[src/rtl/demux_rr_dispatcher.sv]
`default_nettype none
// ============================================================================
// Module   : demux_rr_dispatcher
// Purpose  : Sequencer for a 4-way demux datapath. Accepts a valid/ready word
//            stream, holds one word, and presents it to one of four consumer
//            channels. The channel is chosen round-robin among enabled
//            channels (mode=0) or taken from the word's tag (mode=1).
// Ports    : clk, reset_n (async active-low)
//            in_valid / in_ready / in_data / in_dest  - upstream stream
//            mode, ch_en                              - channel policy
//            sel, out_data, out_valid                 - registered demux side
//            out_ready                                - per-channel consumer ready
//            ch_count (only with DEMUX_RR_STATS_EN)   - 4 x 16-bit drain counters
// Option   : define DEMUX_RR_STATS_EN to add per-channel saturating counters.
// Revision : 1.0 - initial release
// ============================================================================
module demux_rr_dispatcher #(
  parameter int BUS_WIDTH = 8
) (
  input  logic                 clk,
  input  logic                 reset_n,
  input  logic                 in_valid,
  output logic                 in_ready,
  input  logic [BUS_WIDTH-1:0] in_data,
  input  logic [1:0]           in_dest,
  input  logic                 mode,
  input  logic [3:0]           ch_en,
  output logic [1:0]           sel,
  output logic [BUS_WIDTH-1:0] out_data,
  output logic [3:0]           out_valid,
  input  logic [3:0]           out_ready
`ifdef DEMUX_RR_STATS_EN
  ,
  output logic [63:0]          ch_count
`endif
);

  localparam logic [0:0] S_EMPTY = 1'b0;
  localparam logic [0:0] S_FULL  = 1'b1;

  logic [0:0]           r_state;
  logic [0:0]           w_state_nxt;
  logic [1:0]           r_sel;
  logic [1:0]           r_rr_ptr;
  logic [BUS_WIDTH-1:0] r_data;
  logic [1:0]           w_rr_ch;
  logic [1:0]           w_ch;
  logic                 w_eligible;
  logic                 w_drain;
  logic                 w_ready;
  logic                 w_accept;

  // Directed mode is always eligible; round-robin needs at least one channel.
  assign w_eligible = mode || (ch_en != 4'b0000);
  assign w_drain    = (r_state == S_FULL) && out_ready[r_sel];
  assign w_ready    = w_eligible && ((r_state == S_EMPTY) || w_drain);
  assign w_accept   = in_valid && w_ready;

  assign in_ready   = w_ready;
  assign sel        = r_sel;
  assign out_data   = r_data;

  // First enabled channel at or after r_rr_ptr (wrapping). Scanning from the
  // farthest offset down lets the nearest enabled channel win.
  always_comb begin : p_rr_scan
    logic [1:0] v_idx;
    v_idx   = r_rr_ptr;
    w_rr_ch = r_rr_ptr;
    for (int k = 3; k >= 0; k--) begin
      v_idx = r_rr_ptr + 2'(k);
      if (ch_en[v_idx]) begin
        w_rr_ch = v_idx;
      end
    end
  end

  assign w_ch = mode ? in_dest : w_rr_ch;

  // State register
  always_ff @(posedge clk or negedge reset_n) begin
    if (!reset_n) begin
      r_state <= S_EMPTY;
    end else begin
      r_state <= w_state_nxt;
    end
  end

  // Next-state: an accept always leaves a word held, even if the old one
  // drains in the same cycle.
  always_comb begin
    w_state_nxt = r_state;
    if (w_accept) begin
      w_state_nxt = S_FULL;
    end else if (w_drain) begin
      w_state_nxt = S_EMPTY;
    end
  end

  // Outputs: derived only from registers, so out_valid clears at once on an
  // asynchronous reset and has no path from in_valid.
  always_comb begin
    out_valid = 4'b0000;
    if (r_state == S_FULL) begin
      out_valid[r_sel] = 1'b1;
    end
  end

  // Held word, select and round-robin pointer; only touched on accept so a
  // drain leaves sel/out_data at their last values.
  always_ff @(posedge clk or negedge reset_n) begin
    if (!reset_n) begin
      r_sel    <= 2'd0;
      r_data   <= '0;
      r_rr_ptr <= 2'd0;
    end else if (w_accept) begin
      r_sel    <= w_ch;
      r_data   <= in_data;
      r_rr_ptr <= w_ch + 2'd1;
    end
  end

`ifdef DEMUX_RR_STATS_EN
  logic [15:0] r_cnt [4];

  for (genvar g = 0; g < 4; g++) begin : g_stats
    always_ff @(posedge clk or negedge reset_n) begin
      if (!reset_n) begin
        r_cnt[g] <= 16'd0;
      end else if (w_drain && (r_sel == 2'(g)) && (r_cnt[g] != 16'hFFFF)) begin
        r_cnt[g] <= r_cnt[g] + 16'd1;
      end
    end
    assign ch_count[16*g +: 16] = r_cnt[g];
  end
`endif

endmodule
`default_nettype wire

[config.mk]
export PLATFORM = sky130hd
export DESIGN_NAME = demux_rr_dispatcher
export DESIGN_NICKNAME = d
export VERILOG_FILES = /design/src/rtl/demux_rr_dispatcher.sv
export SDC_FILE = /design/constraint.sdc
export NUM_CORES = 1
export LEC_CHECK = 0
export CORE_MARGIN = 3
export CORE_UTILIZATION = 43
export CTS_BUF_LIST = sky130_fd_sc_hd__clkbuf_8
export CTS_CLUSTER_SIZE = 20
export DETAILED_ROUTE_END_ITERATION = 10
export PLACE_DENSITY = 0.86
export RECOVER_POWER = 100
export SYNTH_ARGS = -nofsm -noshare
export SYNTH_HDL_FRONTEND = slang
export SYNTH_SLANG_ARGS = --single-unit
[constraint.sdc]
create_clock -name clk -period 3.1 [get_ports clk]
set_clock_uncertainty 0.1 [all_clocks]
set_input_delay 0.465 -clock clk [delete_from_list [all_inputs] [get_ports clk]]
set_output_delay 0.465 -clock clk [all_outputs]
set_load 0.02 [all_outputs]
After elaboration in Yosys (flattened, before gate mapping)
Cells that the tools add are included.

Input bits: 22. Bits in registers: 13.

Add/subtract/negate cells: 4. Reductions and logical operators: 8. Bitwise operators: 1. Mux-type cells: 20. Magnitude comparators: 6.

Operators with widths (count): 2-bit by 3-bit less-than comparator with 1-bit output (second input constant) (5); 1-bit binary-select mux with 2-bit select (5); 2-bit 2-to-1 mux (5); 1-bit 2-to-1 mux (8); 2-bit by 1-bit adder with 2-bit output (second input constant) (2); 2-bit adder (second input constant) (2); 1-bit logical AND (4); 4-bit 2-to-1 mux (1); 4-bit nonzero test (1); 1-bit demux with 2-bit select (1); 2-bit by 1-bit greater-or-equal comparator with 1-bit output (second input constant) (1); 1-bit logical OR (2); 2-bit nonzero test (1); 1-bit NOT (1).

Logic depth before layout (Yosys ltp)
Gate-level depths: netlist of the first run.

Depth after elaboration: 9. Gate-level depth with buffers: 6.

Worst setup path before layout of the first run
Ideal clock, no wire load.

Kind: flip-flop to output port. Start point: reg r_sel[0] (netlist: sel[0]). End point: out in_ready. Cell stages (with the launch flop): 4. Data arrival time: 1.393 ns. Setup slack: 1.142 ns. Path through: dfrtp_1 mux4_2 nand2b_4 and2_2.

Word-level cells in the longest chain between the ends: 5.

Ends and longest elaborated chain: from (decl) (RTL line 43) `logic [1:0] r_sel;`; from (signal assigned) (RTL line 116) `r_sel <= w_ch;`; 1-bit binary-select mux with 2-bit select (RTL line 55) `assign w_drain = (r_state == S_FULL) && out_ready[r_sel];`; 1-bit 2-to-1 mux (implied by the code) (RTL line 55); 1-bit logical AND (RTL line 55); 1-bit logical OR (RTL line 56) `assign w_ready = w_eligible && ((r_state == S_EMPTY) || w_drain);`; 1-bit logical AND (RTL line 56); to (decl) (RTL line 23) `output logic in_ready,`.

No other way between the ends. The select of a mux whose other input is x is not followed.

Final worst setup path of the first run
Start point: in out_ready[3]. End point: out in_ready.

Word-level cells in the longest chain between the ends: 5.

Ends and longest elaborated chain: from (decl) (RTL line 31) `input logic [3:0] out_ready`; 1-bit binary-select mux with 2-bit select (RTL line 55); 1-bit 2-to-1 mux (implied by the code) (RTL line 55); 1-bit logical AND (RTL line 55); 1-bit logical OR (RTL line 56); 1-bit logical AND (RTL line 56).

No other way between the ends. The select of a mux whose other input is x is not followed.

==> flow_metrics.py, run 1 <==
metrics = {
    "synth": {
        "area_of_the_mapped_netlist_sq_um": 694.4,
        "synthCells": 59,
        "synth-warning-count": 0,
        "synth-seq-area-share_pct": 46.85,
        "synthesis.area_per_instance_sq_um": 11.77,
        "yosys.cell_types.count": 25,
        "synthesized_nets": 81,
        "yosys_register_bits": 13,
    },
    "clocking": {
        "cts_tree": "built",
        "cts_buffers": 3,
        "clkSlewWorstSetupHoldPaths_ps": 50,
        "clockBufferDepth": 2,
        "h-tree-depth": 1,
        "cts-resized-gates": 0,
        "root_buffer": "sky130_fd_sc_hd__clkbuf_8",
        "post-cts-setup-buffer-count": 0,
        "insertion_delay_ps": 240,
        "cts_num_sinks": 13,
        "cts.hold.buffers_added": 0,
    },
    "pwr": {
        "power_density_nw_per_um2": 894.3,
        "power_leakage_nw": 0.4657,
        "vdd_ir_drop_max_uv": 584.5,
    },
    "global_routing": {
        "antenna_violations_before_repair": 0,
        "grt_use_total_pct": 19.44,
        "grt-ovfl-total": 0,
        "global_route_wire_length_before_repair_um": 2849,
        "grt_pass1_vias": 648,
        "largest_net_degree_at_the_start_of_global_routing": 17,
    },
    "die": {
        "chipWidth_um": 46.19,
        "die_area_sq_um": 2133,
        "die_y_um": 46.19,
        "pin_count": 37,
        "rows": 13,
        "core_area_sq_um": 1399,
        "start_util_pct": 49.64,
    },
    "sta": {
        "tightestPinTransition_ps": 637.2,
        "finalCritPeriodShare_pct": 91.44,
        "unrepaired_setup_endpoints_after_global_routing": "false",
        "timing.final.hold_violations": 0,
        "slew-limit-headroom_pct": 57.40,
        "clock.fmax_mhz": 352.8,
        "final.setup.tns_ps": 0,
        "slew_viol_final": 0,
        "report.final.setup_viol": 0,
        "final_period_minus_worst_setup_slack_ps": 2835,
    },
    "place": {
        "dp.final_hpwl_um": 1346,
        "numPortBuffers": 36,
        "finalWeightedCongestion": 0.7955,
    },
    "critical_path": {
        "endpoint_kind": "output pin",
        "cp_data_arrival_time_ps": 2270,
        "kind_of_critical_path": "primary input to output pin",
        "critical_path_launch_point_type": "primary input",
        "ff2ff_path_depth": 4,
        "critPathMaxFanout": 3,
        "data_required_time_of_the_worst_path_ps": 2530,
    },
    "drt": {
        "drtIter0Drc": 8,
        "vias_per_std_cell": 5.345,
        "drt-pass1-iter-count": 4,
        "detailed_route_drc_error_count": 0,
        "route.antenna.remaining_nets": 0,
        "detail_route.wirelength_um": 1816,
        "vias": 604,
        "routed_wire_length_per_instance_um": 16.07,
    },
    "hold_path": {
        "timing.hold.worst.class": "flip-flop to flip-flop",
        "hold_path_depth": 1,
    },
    "layout": {
        "finalNetCount": 121,
        "layout.core_utilization_pct": 76.92,
        "synthToLayoutAreaGrowth_pct": 54.95,
        "antenna_cells": 0,
        "drive_gt1_share_pct": 13.27,
    },
    "job": {
        "maxCapViolCount": 0,
    },
    "run_status": {
        "status": "complete, no violations",
    },
}
placed cells by master (no fill, tap or decap), drive strengths merged:
master	instances
a21bo	1
a21boi	1
a21o	1
a21oi	2
a221oi	1
a22o	1
and2	1
clkbuf	3
clkdlybuf4s50	21
dfrtp	13
dlygate4sd3	15
inv	4
mux2	9
mux4	1
nand2	5
nand2b	3
nand3	1
nor2	5
nor2b	1
nor3	1
nor3b	2
o21ai	2
o21bai	1
o311ai	2
xor2	1
logic make-up (layout without fill, tap and decap cells):
logic type,after synthesis,count (layout),synth area share (%)
flops,13,13,46.85
buf+inv,4,43,3.783
simple gates,19,19,16.58
xor+xnor,1,1,1.261
compound gates,12,12,12.61
mux,10,10,18.92
cell usage after synthesis:
cell,instances,share of area (%)
sky130_fd_sc_hd__nand3_4,1,2.5
sky130_fd_sc_hd__o311ai_0,2,2.5
sky130_fd_sc_hd__mux4_2,1,3.2
sky130_fd_sc_hd__a22o_1,1,1.3
sky130_fd_sc_hd__a21bo_2,1,1.4
sky130_fd_sc_hd__o21ai_0,2,1.4
sky130_fd_sc_hd__nor2b_1,1,0.90
sky130_fd_sc_hd__nor3b_1,2,2.2
sky130_fd_sc_hd__a21oi_1,2,1.4
sky130_fd_sc_hd__mux2_2,7,11
sky130_fd_sc_hd__inv_1,3,1.6
sky130_fd_sc_hd__a221oi_1,1,1.3
sky130_fd_sc_hd__nor2_1,5,2.7
sky130_fd_sc_hd__mux2_4,2,4.3
sky130_fd_sc_hd__dfrtp_1,13,47
sky130_fd_sc_hd__buf_8,1,2.2
sky130_fd_sc_hd__nand2_1,5,2.7
sky130_fd_sc_hd__nand2b_4,1,2.0
sky130_fd_sc_hd__nand2b_1,2,1.8
sky130_fd_sc_hd__a21boi_0,1,1.1
sky130_fd_sc_hd__nor3_1,1,0.72
sky130_fd_sc_hd__a21o_1,1,1.1
sky130_fd_sc_hd__o21bai_1,1,1.1
sky130_fd_sc_hd__xor2_1,1,1.3
sky130_fd_sc_hd__and2_2,1,1.1
worst paths after layout:
kind / slack (ps) / start / endpoint
setup / recovery: 270 / out_ready[3] / in_ready
hold / removal: 400 / out_data[4]$_DFFE_PN0P_ / out_data[4]$_DFFE_PN0P_
setup reg to reg: 800 / sel[0]$_DFFE_PN0P_ / out_data[2]$_DFFE_PN0P_
hold reg to reg: 400 / out_data[4]$_DFFE_PN0P_ / out_data[4]$_DFFE_PN0P_
max in group asynchronous: 1970 / reset_n / out_data[5]$_DFFE_PN0P_
min in group asynchronous: 550 / reset_n / out_data[2]$_DFFE_PN0P_
metal layers:
layer	track usage (%)	vias to the layer above	wire length [um]	part of all wire [%]
li1	-	289	-	-
met1	19.80	286	675	37
met2	37.64	26	1037	57
met3	4.688	3	95	5.2
met4	6.250	0	8	0.44
met5	0	-	0	0
final cells by class:
| type | instances | area, sq um |
|---|---|---|
| repair buffers | 36 | 360.3 |
| flip-flops and latches | 13 | 325.3 |
| fillers | 110 | 322.8 |
| multi-input cells | 42 | 315.3 |
| clock buffers | 3 | 41.29 |
| well taps | 15 | 18.77 |
| inverters | 3 | 11.26 |
| clock inverters | 1 | 3.754 |
stage by stage:
step	cell area [sq um]	cells	hold WS [ps]	total power (W)	setup WS, ps
floorplan	694.4	59	69.41	0.0006376	1142
global placement	1059	109	386.9	0.0008644	361.0
detailed placement	1059	109	391.9	0.0008784	330.0
CTS	1104	113	403.8	0.001038	300.9
global route	1076	113	405.8	0.001027	239.8
finish	1076	113	397.2	0.0009623	265.3
registers in the layout, summed over array words and instances (netlist names):
| register | count |
|---|---|
| out_data | 8 |
| r_rr_ptr | 2 |
| r_state | 1 |
| sel | 2 |
power by group:
group / switching (W) / total (W) / internal [W] / leakage, nW
clock network: 0.0000596 / 0.000147 / 0.0000874 / 0.0269
registers: 0.0000697 / 0.000321 / 0.000252 / 0.153
logic: 0.000245 / 0.000494 / 0.000249 / 0.286
worst max-delay path, cell delays in order:
cell	delay, ps
sky130_fd_sc_hd__clkdlybuf4s50_1	410
sky130_fd_sc_hd__mux4_2	460
sky130_fd_sc_hd__nand2b_1	210
sky130_fd_sc_hd__and2_2	200
sky130_fd_sc_hd__clkdlybuf4s50_1	530
(Power assumes the default switching activity.)
==> run 2, diff against run 1 <==
Settings changed: CORE_UTILIZATION 43 to 40, CTS_CLUSTER_DIAMETER set to 40, PLACE_DENSITY 0.86 to 0.81, SKIP_CTS_REPAIR_TIMING set to 1.
==> run 2 against run 1 <==
Register-to-register slack better by 80 ps; worst setup slack lost 62 ps; non-clock buffer count unchanged; die area up 6.5%; utilization shrank 8.6 points; cell area increased by 0.12%; combinational power shrank 1%; sequential cell count stayed put; critical endpoint unchanged.
==> flow_metrics.py, run 2 (same netlist as run 1, synthesis figures left out) <==
metrics = {
    "critical_path": {
        "data_required_time_of_the_worst_path_ps": 2530,
        "critical_path.slowest_cell": "sky130_fd_sc_hd__dlygate4sd3_1",
        "regToRegSetupSlack_ps": 880,
        "worstPathCellList": "clkdlybuf4s50_1 -> mux4_2 -> nand2b_1 -> and2_2 -> dlygate4sd3_1",
        "worstReg2RegEnd": "out_data[4]$_DFFE_PN0P_",
        "kind_of_critical_path": "primary input to output pin",
        "ff2ff_path_depth": 4,
        "critPathMaxFanout": 3,
        "crit-reg2reg-launch": "sel[0]$_DFFE_PN0P_",
        "critical_path_launch_point_type": "primary input",
        "critical-path-max-stage-delay_ps": 650,
        "crit_start": "out_ready[3]",
        "cp_data_arrival_time_ps": 2330,
        "endpoint_kind": "output pin",
    },
    "global_routing": {
        "antenna_violations_before_repair": 0,
        "grt_pass1_vias": 534,
        "largest_net_degree_at_the_start_of_global_routing": 17,
        "grt-ovfl-total": 0,
        "global_route.usage.met1_pct": 19.35,
        "global_route_wire_length_before_repair_um": 2373,
        "grt_use_total_pct": 15.52,
        "grtUsageMet3_pct": 7.143,
        "groute.layer.met2.usage_pct": 24.06,
        "grt_busiest_layer": "met2",
    },
    "die": {
        "start_util_pct": 44.05,
        "rows": 14,
        "die_area_sq_um": 2272,
        "die_y_um": 47.67,
        "core_area_sq_um": 1577,
        "chipWidth_um": 47.67,
        "pin_count": 37,
    },
    "pwr": {
        "power_w": 0.0009519,
        "vdd_ir_drop_max_uv": 522.0,
        "power_leakage_nw": 0.4646,
        "power_density_nw_per_um2": 883.6,
    },
    "hold_path": {
        "whs_endpoint": "out_data[5]$_DFFE_PN0P_",
        "timing.hold.worst.class": "flip-flop to flip-flop",
        "hold_path_depth": 1,
        "holdCritStartpoint": "out_data[5]$_DFFE_PN0P_",
    },
    "sta": {
        "final.setup.tns_ps": 0,
        "finalCritPeriodShare_pct": 93.44,
        "final_period_minus_worst_setup_slack_ps": 2897,
        "unrepaired_setup_endpoints_after_global_routing": "false",
        "setup_ws_ps": 203.5,
        "timing.final.hold_violations": 0,
        "tightestPinTransition_ps": 618.4,
        "slew_viol_final": 0,
        "report.final.setup_viol": 0,
        "clock.fmax_mhz": 345.2,
        "slew-limit-headroom_pct": 58.66,
    },
    "drt": {
        "routed_wire_length_per_instance_um": 14.08,
        "drtIter0Drc": 4,
        "detailed_route_drc_error_count": 0,
        "vias": 574,
        "detail_route.wirelength_um": 1605,
        "route.antenna.remaining_nets": 0,
        "vias_per_std_cell": 5.035,
        "drt-pass1-iter-count": 4,
    },
    "layout": {
        "layout.core_utilization_pct": 68.33,
        "layout_common_cells": "20 x sky130_fd_sc_hd__clkdlybuf4s50_1, 16 x sky130_fd_sc_hd__dlygate4sd3_1, 13 x sky130_fd_sc_hd__dfrtp_1",
        "drive_gt1_share_pct": 13.27,
        "synthToLayoutAreaGrowth_pct": 55.13,
        "antenna_cells": 0,
        "finalNetCount": 121,
        "largest_reg_flops": 8,
        "layout_commonest_cell": "sky130_fd_sc_hd__clkdlybuf4s50_1",
    },
    "run_status": {
        "status": "complete, no violations",
    },
    "job": {
        "maxCapViolCount": 0,
    },
    "clocking": {
        "h-tree-depth": 1,
        "clkSlewWorstSetupHoldPaths_ps": 50,
        "insertion_delay_ps": 250,
        "cts_num_sinks": 13,
        "root_buffer": "sky130_fd_sc_hd__clkbuf_8",
        "clockBufferDepth": 2,
        "cts_buffers": 3,
        "cts_tree": "built",
    },
    "place": {
        "finalWeightedCongestion": 0.7460,
        "pre_cts_ws_ps": 317.6,
        "dp.final_hpwl_um": 1293,
        "numPortBuffers": 36,
    },
}
==> run 2: changes by cell type in the layout (fill, tap and decap cells not counted), sizes merged <==
cell           previous run  this run
clkdlybuf4s50            21        20
dlygate4sd3              15        16
==> run 2: worst max-delay path, delay by kind of cell <==
kind / cells / cell delay (ps)
buffers and inverters: 2 / 1040
muxes: 1 / 470
and+or+nand+nor: 2 / 350
==> run 2: cell type report <==
cell class	count	area [sq um]
fill	115	499.2
clock inverter	1	3.754
multi-input combinational	42	315.3
clock buffer	3	41.29
sequential	13	325.3
tap	16	20.02
inverter	3	11.26
timing repair buffer	36	360.3
==> run 2: per-layer routing <==
layer,vias to the layer above,routed length (um),part of all wire [%]
met2,21,795,50
met5,-,0,0
met1,266,672,42
met4,0,21,1.3
met3,2,115,7.2
li1,285,-,-
==> run 2: worst max-delay path by stage <==
stage | endpoint | cells past startpoint | slack [ps]
final | in_ready | 5 | 200
after global routing | in_ready | 5 | 140
after CTS | in_ready | 5 | 320
after detailed placement | in_ready | 5 | 320
after global placement | in_ready | 5 | 330
after floorplan | in_ready | 3 | 1140
==> run 2: per-stage QoR <==
stage	hold WS, ps	instance area, sq um	instances
after floorplan	69.41	694.4	59
after global placement	385.4	1060	110
after detailed placement	393.1	1060	110
after CTS	409.6	1105	114
after global routing	401.4	1077	114
final	382.1	1077	114
==> run 2: power breakdown <==
| group | internal (W) | switching (W) |
|---|---|---|
| clock network | 0.0000875 | 0.0000608 |
| logic | 0.000246 | 0.000241 |
| registers | 0.000252 | 0.0000649 |
